===== src/rtl/mmff_pkg.sv =====
// Shared mode encodings and the per-bit next-state function for the multimode flip-flop bank.
package mmff_pkg;

  typedef logic [1:0] mode_t;

  localparam mode_t MODE_D  = 2'b00;
  localparam mode_t MODE_T  = 2'b01;
  localparam mode_t MODE_JK = 2'b10;
  localparam mode_t MODE_SR = 2'b11;

  // SR with S=R=1 holds the bit; flagging it is left to the caller.
  function automatic logic next_bit(mode_t mode, logic q, logic a, logic b);
    logic nxt;
    nxt = q;
    case (mode)
      MODE_D:  nxt = a;
      MODE_T:  nxt = q ^ a;
      MODE_JK: begin
        case ({a, b})
          2'b01:   nxt = 1'b0;
          2'b10:   nxt = 1'b1;
          2'b11:   nxt = ~q;
          default: nxt = q;
        endcase
      end
      MODE_SR: begin
        case ({a, b})
          2'b01:   nxt = 1'b0;
          2'b10:   nxt = 1'b1;
          default: nxt = q;
        endcase
      end
      default: nxt = q;
    endcase
    return nxt;
  endfunction

endpackage


===== src/rtl/mmff_bit_cell.sv =====
// Single-bit next-state logic plus SR S=R=1 detect; purely combinational.
module mmff_bit_cell
  import mmff_pkg::*;
(
  input  mode_t mode_i,
  input  logic  q_i,
  input  logic  a_i,
  input  logic  b_i,
  output logic  d_o,
  output logic  illegal_o
);

  assign d_o       = next_bit(mode_i, q_i, a_i, b_i);
  assign illegal_o = (mode_i == MODE_SR) && a_i && b_i;

endmodule


===== src/rtl/multimode_ff_bank.sv =====
// WIDTH-bit D/T/JK/SR flip-flop bank with change pulse and sticky SR-illegal flag; 1-cycle latency, no backpressure.
// Optional saturating change counter on toggle_cnt when MMFF_TOGGLE_CNT_EN is defined.
module multimode_ff_bank
  import mmff_pkg::*;
#(
  parameter int               WIDTH     = 8,
  parameter logic [WIDTH-1:0] RESET_VAL = {WIDTH{1'b0}},
  parameter int               CNT_W     = 16
) (
  input  logic             clk,
  input  logic             rst_n,
  input  logic             en,
  input  logic             clr,
  input  mode_t            mode,
  input  logic [WIDTH-1:0] a,
  input  logic [WIDTH-1:0] b,
  output logic [WIDTH-1:0] q,
  output logic [WIDTH-1:0] qbar,
  output logic             chg,
  output logic             sr_illegal
`ifdef MMFF_TOGGLE_CNT_EN
  ,
  output logic [CNT_W-1:0] toggle_cnt
`endif
);

  if (WIDTH < 1 || WIDTH > 64 || CNT_W < 1) begin : g_bad_param
    $error("multimode_ff_bank: WIDTH must be 1..64 and CNT_W >= 1");
  end

  logic [WIDTH-1:0] q_q, q_d;
  logic [WIDTH-1:0] cell_d, cell_ill;
  logic             chg_q, chg_d;
  logic             ill_q, ill_d;

  for (genvar i = 0; i < WIDTH; i++) begin : g_cell
    mmff_bit_cell u_cell (
      .mode_i    (mode),
      .q_i       (q_q[i]),
      .a_i       (a[i]),
      .b_i       (b[i]),
      .d_o       (cell_d[i]),
      .illegal_o (cell_ill[i])
    );
  end

  always_comb begin
    q_d   = q_q;
    ill_d = ill_q;
    if (clr) begin
      q_d   = RESET_VAL;
      ill_d = 1'b0;
    end else if (en) begin
      q_d   = cell_d;
      ill_d = ill_q | (|cell_ill);
    end
    chg_d = (q_d != q_q);
  end

  always_ff @(posedge clk or negedge rst_n) begin
    if (!rst_n) begin
      q_q   <= RESET_VAL;
      chg_q <= 1'b0;
      ill_q <= 1'b0;
    end else begin
      q_q   <= q_d;
      chg_q <= chg_d;
      ill_q <= ill_d;
    end
  end

  assign q          = q_q;
  assign qbar       = ~q_q;
  assign chg        = chg_q;
  assign sr_illegal = ill_q;

`ifdef MMFF_TOGGLE_CNT_EN
  logic [CNT_W-1:0] cnt_q, cnt_d;

  // clr wins over a same-edge increment; saturate rather than wrap.
  always_comb begin
    cnt_d = cnt_q;
    if (clr) begin
      cnt_d = '0;
    end else if (chg_d && (cnt_q != {CNT_W{1'b1}})) begin
      cnt_d = cnt_q + 1'b1;
    end
  end

  always_ff @(posedge clk or negedge rst_n) begin
    if (!rst_n) begin
      cnt_q <= '0;
    end else begin
      cnt_q <= cnt_d;
    end
  end

  assign toggle_cnt = cnt_q;
`endif

endmodule


===== config.mk =====
export PLATFORM = sky130hd
export DESIGN_NAME = multimode_ff_bank
export DESIGN_NICKNAME = d
export VERILOG_FILES = /design/src/rtl/mmff_pkg.sv /design/src/rtl/mmff_bit_cell.sv /design/src/rtl/multimode_ff_bank.sv
export SDC_FILE = /design/constraint.sdc
export NUM_CORES = 1
export LEC_CHECK = 0
export CAP_MARGIN = 20
export CORE_UTILIZATION = 45
export CTS_BUF_LIST = sky130_fd_sc_hd__clkbuf_4 sky130_fd_sc_hd__clkbuf_8
export CTS_CLUSTER_SIZE = 28
export DETAILED_ROUTE_END_ITERATION = 8
export PLACE_DENSITY = 0.75
export SLEW_MARGIN = 20
export SYNTH_ARGS = -nofsm -noshare
export SYNTH_HDL_FRONTEND = slang
export SYNTH_SLANG_ARGS = --single-unit
export TNS_END_PERCENT = 1

===== constraint.sdc =====
create_clock -name clk -period 2.88 [get_ports clk]
set_clock_uncertainty 0.2 [all_clocks]
set_input_delay 0.72 -clock clk [delete_from_list [all_inputs] [get_ports clk]]
set_output_delay 0.72 -clock clk [all_outputs]
set_load 0.01 [all_outputs]

# [After elaboration in Yosys (flattened, before gate mapping)]
# Index checks and enable logic that the tools add are counted.
[totals] register_bits=10 inputBits=22 output_inout_bits=18 elab_cells=96
[op_classes] n_eq_ne=28 mux=28 n_bitwise=18 reduce_logical=19
[op_table] cell="$eq A2 B2 Y1 const B" count=18
[op_table] cell="$pmux W1 S4" count=8
[op_table] cell="$pmux W1 S3" count=8
[op_table] cell="$eq A2 B1 Y1 const B" count=9
[op_table] cell="$logic_and A1 B1 Y1" count=16
[op_table] cell="$mux W8" count=2
[op_table] cell="$pmux W1 S2" count=8
[op_table] cell="$ne A8 B8 Y1" count=1
[op_table] cell="$not A1 Y1" count=8
[op_table] cell="$not A8 Y8" count=1
[op_table] cell="$reduce_or A8 Y1" count=1
[op_table] cell="$xor A1 B1 Y1" count=8
[op_table] cell="$logic_not A2 Y1" count=1
[op_table] cell="$mux W1" count=2
[op_table] cell="$reduce_bool A2 Y1" count=1
[op_table] cell="$or A1 B1 Y1" count=1

# [Logic depth before layout (Yosys ltp)]
[logic_depth] ltp_word=7 mapped_depth=7 depth_no_buf=7

# [Cells and area by module]
# From an unflattened synthesis, not the netlist that was laid out.
[unflattened] hier_cells=146 hier_area_um2=1255.0
[modules_own_cells] module="mmff_bit_cell" n_inst=8 cells_per_inst=10 area_per_inst_um2=83.8 seq_area_each_um2=0.0
[modules_own_cells] module="multimode_ff_bank" n_inst=1 cells_per_inst=66 area_per_inst_um2=584.3 seq_area_each_um2=250.2

# [Worst setup path before layout]
# No wires, ideal clock.
[synth_timing] kind="in2reg" start="input port mode[0]" end="register chg_q, in the netlist chg" setup_time_ps=138 t_arrival_ps=2356 t_required_ps=2542 path_slack_ps=185 stages=7 path_buffers=2 path_cell_list="buf_2 -> buf_4 -> or3b_2 -> o2111ai_1 -> o32ai_1 -> a311o_1 -> or4_1"
[synth_between] elab_chain_cells=5 elab_cells_between_ends=15 classes_between="eq/ne (4); mux (10); reduce/logical (1)"
[synth_lines] item="start: declaration" line_no="multimode_ff_bank.sv:14" rtl="input mode_t mode,"
[synth_lines] item="$eq A2 B2 Y1 (tied with other cells)" line_no="mmff_pkg.sv:15" rtl="case (mode)"
[synth_lines] item="$pmux W1 S4" line_no="mmff_pkg.sv:15"
[synth_lines] item="$mux W8 *" line_no="multimode_ff_bank.sv:53" rtl="end else if (en) begin"
[synth_lines] item="$mux W8 *" line_no="multimode_ff_bank.sv:50" rtl="if (clr) begin"
[synth_lines] item="$ne A8 B8 Y1 *" line_no="multimode_ff_bank.sv:57" rtl="chg_d = (q_d != q_q);"
[synth_lines] item="net chg_d" line_no="multimode_ff_bank.sv:33" rtl="logic chg_q, chg_d;"
[synth_lines] item="end signal: assignment" line_no="multimode_ff_bank.sv:67" rtl="chg_q <= chg_d;"
[synth_lines] item="end: declaration" line_no="multimode_ff_bank.sv:33"
# Mark *: on every way through the listed nets, which the timed path passes. The rest lies on a longest branch.
# A chain may end at the register's enable or synchronous reset.

# [Worst setup path in the final report]
[layout_timing] start="input port b[1]" end="register chg_q, in the netlist chg"
[layout_between] elab_chain_cells=6 elab_cells_between_ends=9 classes_between="eq/ne (4); mux (5)"
[layout_lines] item="start: declaration" line_no="multimode_ff_bank.sv:16" rtl="input logic [WIDTH-1:0] b,"
[layout_lines] item="$eq A2 B2 Y1 (tied with other cells)" line_no="mmff_pkg.sv:19" rtl="case ({a, b})"
[layout_lines] item="$pmux W1 S3 or $pmux W1 S2 (tied branches)" line_no="mmff_pkg.sv:19, mmff_pkg.sv:27"
[layout_lines] item="$pmux W1 S4 *" line_no="mmff_pkg.sv:15"
[layout_lines] item="$mux W8 *" line_no="multimode_ff_bank.sv:53"
[layout_lines] item="$mux W8 *" line_no="multimode_ff_bank.sv:50"
[layout_lines] item="$ne A8 B8 Y1 *" line_no="multimode_ff_bank.sv:57"
[layout_lines] item="net chg_d" line_no="multimode_ff_bank.sv:33"
# Marked as above.

==> flow_summary_export.csv <==
group,metric,value,unit
logic_synthesis,ys_ff_latch,10,
die,initial_utilization,47.5,%
clock_network,cts_tree,"done",
clock_network,htree_levels,1,
logic_synthesis,synth_top_cell_area_share,19.3,%
grt,grt_max_degree,13,
drt,drtIter0Drc,60,
die,io_pins,40,
logic_synthesis,synth.distinct_cells,45,
logic_synthesis,syn_area_per_cell,8.12,sq um
cells_and_area,fin_nets,263,
drt,dr.pass1.iters,4,
logic_synthesis,syn_area,1300,sq um
placement,hpwl,3430,microns
clock_network,clk_path_buf_depth,2,
timing,setup_tns,0,ns
worst_setup_path,cp.required,2.80,ns
pwr,irDropWorstVdd,272,uV
cells_and_area,area_growth,63.6,%
worst_setup_path,crit_type,"in2reg",
grt,grt_pass1_vias,1501,
grt,antenna_found_initial,0,
logic_synthesis,seq_area_frac_synth,19.3,%
placement,dp_slack,-0.408,ns
timing,period_needed,2.85,ns
placement,io_buffers,39,
logic_synthesis,ys_warn_count,0,
drt,avgViaCountPerCell,6.00,
drt,finalWirelength,4630,microns
die,die_height,55.7,microns
worst_setup_path,cp_max_fo,2,
clock_network,clk_latency,0.25,ns
cells_and_area,fillCellCount,208,
timing,final.setup.worst_slack,0.0332,ns
drt,num_vias,1572,
timing,fmax,351,MHz
logic_synthesis,synth_area_leaders,"dfrtp_1 (19%), ha_1 (7.7%), inv_1 (6.9%), buf_4 (5.8%), mux2i_1 (5.4%)",
timing,setup-violations-final,0,
worst_setup_path,arrival,2.77,ns
grt,grt_pass1_wl,6990,microns
timing,max_slew_margin,71.0,%
timing,finalHoldViolations,0,
worst_setup_path,start_kind,"input pin",
timing,slew_violations,0,
logic_synthesis,synthCells,160,
worst_setup_path,end_kind,"register",
drt,antenna_left,0,
die,die_x,55.7,microns
pwr,leakage,0.974,nW
placement,routabilityCongestion,0.955,
clock_network,clock_sinks,10,
clock_network,root_buffer,"clkbuf_4",
timing,tightest_slew,0.429,ns
grt,grt_use_total,28.6,%
drt,wl_per_cell,17.7,microns
logic_synthesis,netlist.top_cell.by_area,"dfrtp_1",
hold_path,hold_class,"reg2reg",
status,outcome,"finished, final reports clean",
die,rows,19,
job,cap_violations,0,
clock_network,cts_buffers,3,
drt,drc,0,
pwr,power,0.569,mW
timing,min_period_over_period,98.8,%
die,die_area,3100,sq um
pwr,powerDensity,268,nW/um^2
logic_synthesis,syn_nets,190,
die,design.core.area,2730,sq um
clock_network,path_clk_slew,0.06,ns
grt,overflow,0,
cells_and_area,drive_above_1_share,33.8,%
cells_and_area,diodes,0,
==> cell usage in the layout (no fill, tap or decap), types with 2 or more instances in the layout <==
| master | count |
|---|---|
| nand4_1 | 2 |
| a22oi_1 | 8 |
| nor2_1 | 10 |
| nand2b_1 | 2 |
| mux2i_1 | 7 |
| o2111ai_1 | 3 |
| a21oi_1 | 3 |
| dlymetal6s2s_1 | 4 |
| clkbuf_4 | 3 |
| o211ai_1 | 3 |
| a21oi_2 | 2 |
| inv_1 | 19 |
| ha_1 | 2 |
| or4_1 | 4 |
| o21ai_1 | 2 |
| dfrtp_1 | 10 |
| ha_4 | 6 |
| nor3_1 | 4 |
| buf_6 | 2 |
| maj3_1 | 6 |
| o221ai_1 | 3 |
| buf_4 | 45 |
| clkdlybuf4s15_2 | 2 |
| dlygate4sd2_1 | 4 |
| o221a_2 | 2 |
| and4b_1 | 3 |
| o22ai_1 | 4 |
| clkdlybuf4s50_1 | 29 |
| nand2_1 | 4 |
| o21ai_0 | 2 |
| o22ai_2 | 2 |
| inv_2 | 5 |
==> area by class of cell <==
type	instances	area (sq um)	share of cell area, %
multi-input combinational	108	965	45.4
timing repair buffer	86	758	35.7
sequential	10	250	11.8
inverter	24	90.1	4.24
tap	31	38.8	1.83
clock buffer	3	22.5	1.06
==> critical path: stages <==
cell and delay [ns]:
clkdlybuf4s50_1 0.49, inv_2 0.05, ha_4 0.27, and4b_1 0.20
a21oi_2 0.11, o22ai_1 0.09, a311o_1 0.37, or4_1 0.47
==> state kept, by name (all words and copies together), names as in the netlist <==
| signal | flops |
|---|---|
| chg | 1 |
| q | 8 |
| sr_illegal | 1 |
==> synthesized netlist by cell type (all sizes together) <==
cell type,instances
a211oi,1
nor3b,1
nand4bb,1
a41oi,1
o21ai,4
nand3,1
buf,13
dfrtp,10
a21oi,5
o221a,2
nor3,4
o32ai,1
or3b,1
a211o,1
o221ai,4
o31ai,1
and4,1
maj3,6
or4,5
o2111ai,3
inv,24
a221oi,1
a311o,1
a21o,1
nand2,5
mux2,2
nand4,2
ha,8
o211ai,3
nand2b,2
clkbuf,5
and3,1
and4b,3
mux2i,7
o311ai,2
nor4bb,1
nand4b,1
a21boi,1
a22oi,8
nor2,10
o22ai,6
==> through the flow <==
step	util (%)	cell area, sq um	hold WS [ns]	instances
final	77.7	2120	0.330	262
after global routing	77.7	2120	0.373	262
after CTS	73.8	2020	0.324	260
after detailed placement	70.8	1940	0.307	256
after global placement	70.8	1940	0.324	256
after floorplan	-	1300	0.224	160
==> metal layers <==
metal  vias to the layer above  routed length, microns  track usage [%]
met4                         0                     113             9.29
met5                         -                       0                0
li1                        744                       -                -
met3                        12                     154             2.56
met2                        48                    2300             50.3
met1                       768                    2060             36.8
==> kinds of logic (layout without fill, tap and decap cells) <==
| group | Yosys count | count (layout) | synth area share [%] |
|---|---|---|---|
| buffers and inverters | 42 | 113 | 16.3 |
| AND/OR/NAND/NOR | 39 | 39 | 18.2 |
| AO/OA/AOI/OAI | 46 | 46 | 26.8 |
| adder cells (fa/ha/maj) | 14 | 14 | 12.3 |
| multiplexers | 9 | 9 | 7.13 |
| flip-flops | 10 | 10 | 19.3 |
==> path summary, 6_finish.rpt <==
check                            from         end  slack, ns  depth (start not counted)
hold reg to reg            sr_illegal  sr_illegal       0.33                          2
hold / removal             sr_illegal  sr_illegal       0.33                          2
setup / recovery                 b[1]         chg       0.03                          8
setup reg to reg                 q[5]         chg       0.31                          5
min in group asynchronous       rst_n        q[7]       0.58                          1
max in group asynchronous       rst_n        q[5]       1.60                          1
==> what timing repair did <==
item	4_1_cts	5_1_grt
hold buffers	0	0
pin swaps	7	7
setup endpoints to repair	1	1
resized for setup	21	17
buffers inserted	1	2
==> power by group <==
part           internal, mW  switching [mW]
Sequential            0.151          0.0162
Combinational         0.174           0.142
Clock                0.0477          0.0381
Note: power is estimated with default switching activity, not from simulation.
==> edit, RTL diff (same flow settings) <==
Register the output `q` once more, cleared by the reset; this adds one clock of latency there. The other outputs are not delayed to match.
--- a/src/rtl/multimode_ff_bank.sv
+++ b/src/rtl/multimode_ff_bank.sv
@@ -71,3 +71,9 @@
 
-  assign q          = q_q;
+  always_ff @(posedge clk or negedge rst_n) begin
+    if (!rst_n) begin
+      q <= '0;
+    end else begin
+      q <= q_q;
+    end
+  end
   assign qbar       = ~q_q;
Check against the original RTL: not equivalent (a bounded check fails within 4 cycles, from zero or initial values and one cycle with rst_n low).
==> edit against the unedited design <==
  * Wire length down 7.1%
  * Maximum frequency rose by 0.96%
  * Critical path depth did not move
  * Sequential cell count rose by 8
  * Worst hold slack got worse by 4.4 ps
  * Critical path type unchanged
  * Worst setup slack better by 27 ps
  * Sequential power up 68%
  * Utilization decreased by 1.1 points
  * Area after synthesis rose by 11%
  * Cell area grew 10%
  * Count of clock-buffer cells in the layout grew 1
  * First-iteration DRC count up 10%
  * Total power rose by 32%
  * Combinational power up 2%
==> edit: results (changes against the unedited design) <==
[pwr]
leakage_nw=1.093  ; was 0.9737 nW
internal_power_w=0.0005261  ; was 0.0003734 W
ir_drop_v=0.0001466  ; was 0.0002723 V

[run_status]
status=complete, no violations  ; unchanged

[worst_setup_path]
regToRegEndpoint=chg  ; unchanged
cp_max_fo=2  ; unchanged
worst_r2r_startpoint=q_q[4]  ; was q[5]
arrival_ps=2790  ; was 2770 ps
crit_path_max_incr_delay_ps=480
critical_path_class=in -> reg  ; unchanged
r2r_slack_ps=430  ; was 310 ps
slowest_stage=clkdlybuf4s50_1  ; unchanged
rr_worst_depth=5  ; unchanged

[clock_tree]
cts_root_buf=clkbuf_4  ; unchanged
clock_tree.buffer_depth=2  ; unchanged
cts_buffers=3  ; unchanged
cts_max_level=1  ; unchanged
path_clk_slew_ps=100  ; was 60 ps
clock_latency_ps=290  ; was 250 ps

[worst_hold_path]
min_to=q[2]  ; was sr_illegal
hp-start=q_q[2]  ; was sr_illegal
hold_depth=1  ; was 2
worstHoldPathType=reg -> reg  ; unchanged

[global_routing]
grt_max_degree=19  ; was 13
grtUsageTotal=0.2660  ; was 0.2861
grt_first_pass_wirelength_um=6865  ; was 6989 um
antenna_found_initial=0  ; unchanged
grt_pass1_vias=1487  ; was 1501

[layout]
nFillCells=248  ; was 208
antenna_cells=0  ; unchanged
drive_above_1_share=0.2967  ; was 0.3377
reg_top3=q x8, q_q x8
final_nets=277  ; was 263
fin_cells=290  ; was 262

[sta]
whs_ps=325.8  ; was 330.1 ps
max_slew_margin=0.5018  ; was 0.7102

[detailed_routing]
dr.pass1.iters=4  ; unchanged
route.vias.total=1597  ; was 1572
wirelength_um=4300  ; was 4629 um
drt_first_iter_violations=66  ; was 60

[synthesis]
synth-async-reset-ratio=1.000  ; unchanged
synth_most_common_cell=inv_1  ; unchanged
synth_cells=160  ; unchanged
yosysWarnings=0  ; unchanged
synth_seq_area_share=0.3130  ; was 0.1927
synth.distinct_cells=45  ; unchanged
synthMuxAreaShare=0.06435  ; was 0.07129
synth.top_cells.by_count=24 x inv_1, 18 x dfrtp_1, 10 x nor2_1, 8 x a22oi_1, 8 x ha_1  ; was 24 x inv_1, 10 x buf_4, 10 x dfrtp_1, 10 x nor2_1
synth_nets=190  ; unchanged
synth_xor_area_frac=0  ; unchanged
synthAdderAreaFrac=0.1113  ; was 0.1233
synth_compound_area_frac=0.2417  ; was 0.2678
ys_top_cells_by_area=dfrtp_1 31%, ha_1 7.0%, inv_1 6.3%  ; was dfrtp_1 19%, ha_1 7.7%, inv_1 6.9%

[place]
io_buffers=39  ; unchanged
gp_congestion=0.9254  ; was 0.9554
dp_slack_ps=-529.4  ; was -408.3 ps
dp_hpwl_um=3467  ; was 3428 um

[edit: changes by cell type in the layout (fill, tap and decap cells not counted), moves of 2 or more]
cell,before,now
inv_2,5,1
ha_1,2,4
buf_4,45,52
dlygate4sd2_1,4,6
clkdlybuf4s15_1,0,2
inv_1,19,23
ha_4,6,4
a21oi_2,2,0
dfrtp_1,10,18
dlymetal6s2s_1,4,1
o22ai_2,2,0
o22ai_1,4,6
clkdlybuf4s15_2,2,0
a21oi_1,3,5
[edit: per-layer routing]
metal,track usage,share of wire,up-vias
li1,-,-,784
met1,0.3594,0.44,749
met2,0.4581,0.50,60
met3,0.01978,0.057,4
met4,0.07483,0.0077,0
met5,0,0,-
[edit: power groups by stage]
stage | clock [W] | combinational (W) | sequential, W
2_1_floorplan | 0 | 0.000127 | 0.000293
3_3_place_gp | 0 | 0.000295 | 0.000286
3_5_place_dp | 0 | 0.000300 | 0.000286
4_1_cts | 0.000151 | 0.000305 | 0.000281
5_1_grt | 0.000162 | 0.000349 | 0.000283
6_report | 0.000152 | 0.000321 | 0.000281
[edit: metrics by stage]
step	instance area, sq um	util	TNS [ps]
3_3_place_gp	2206	0.7225	-455.8
6_report	2340	0.7664	0
4_1_cts	2276	0.7455	0
3_5_place_dp	2206	0.7225	-529.4
5_1_grt	2340	0.7664	0
2_1_floorplan	1439	-	0
[edit: how the worst max path moves through the flow]
stage                     startpoint   to  slack (ps)
after detailed placement     mode[1]  chg        -530
after global placement       mode[0]  chg        -460
final                           b[1]  chg          60
after CTS                       a[7]  chg           4
after global routing            b[5]  chg           3
after floorplan              mode[0]  chg         190
[edit: layout make-up]
class                   instances  area [sq um]  share of cell area
clock buffers                   4         36.28             0.01551
repair buffers                 92         787.0              0.3364
flip-flops and latches         18         450.4              0.1925
inverters                      24         90.09             0.03850
multi-input cells             108         920.9              0.3936
well taps                      44         55.05             0.02353
[edit: logic make-up (layout without fill, tap and decap cells)]
kind of cell,after synthesis,count (layout)
multiplexers,9,9
AO/OA/AOI/OAI,46,46
adder cells (fa/ha/maj),14,14
flip-flops,18,18
buffers and inverters,34,120
AND/OR/NAND/NOR,39,39
[edit: worst max-delay path: cells and delay by family]
kind | cells | cell delay, ps
buf+inv | 2 | 550
simple gates | 2 | 660
compound gates | 3 | 590
fa+ha+maj | 1 | 270
[edit: what timing repair did]
| item | CTS | global route |
|---|---|---|
| cloned | 0 | 0 |
| endpoints found under the setup margin | 1 | 1 |
| resized for setup | 16 | 9 |
| pin swaps | 9 | 6 |
| setup buffers | 2 | 0 |
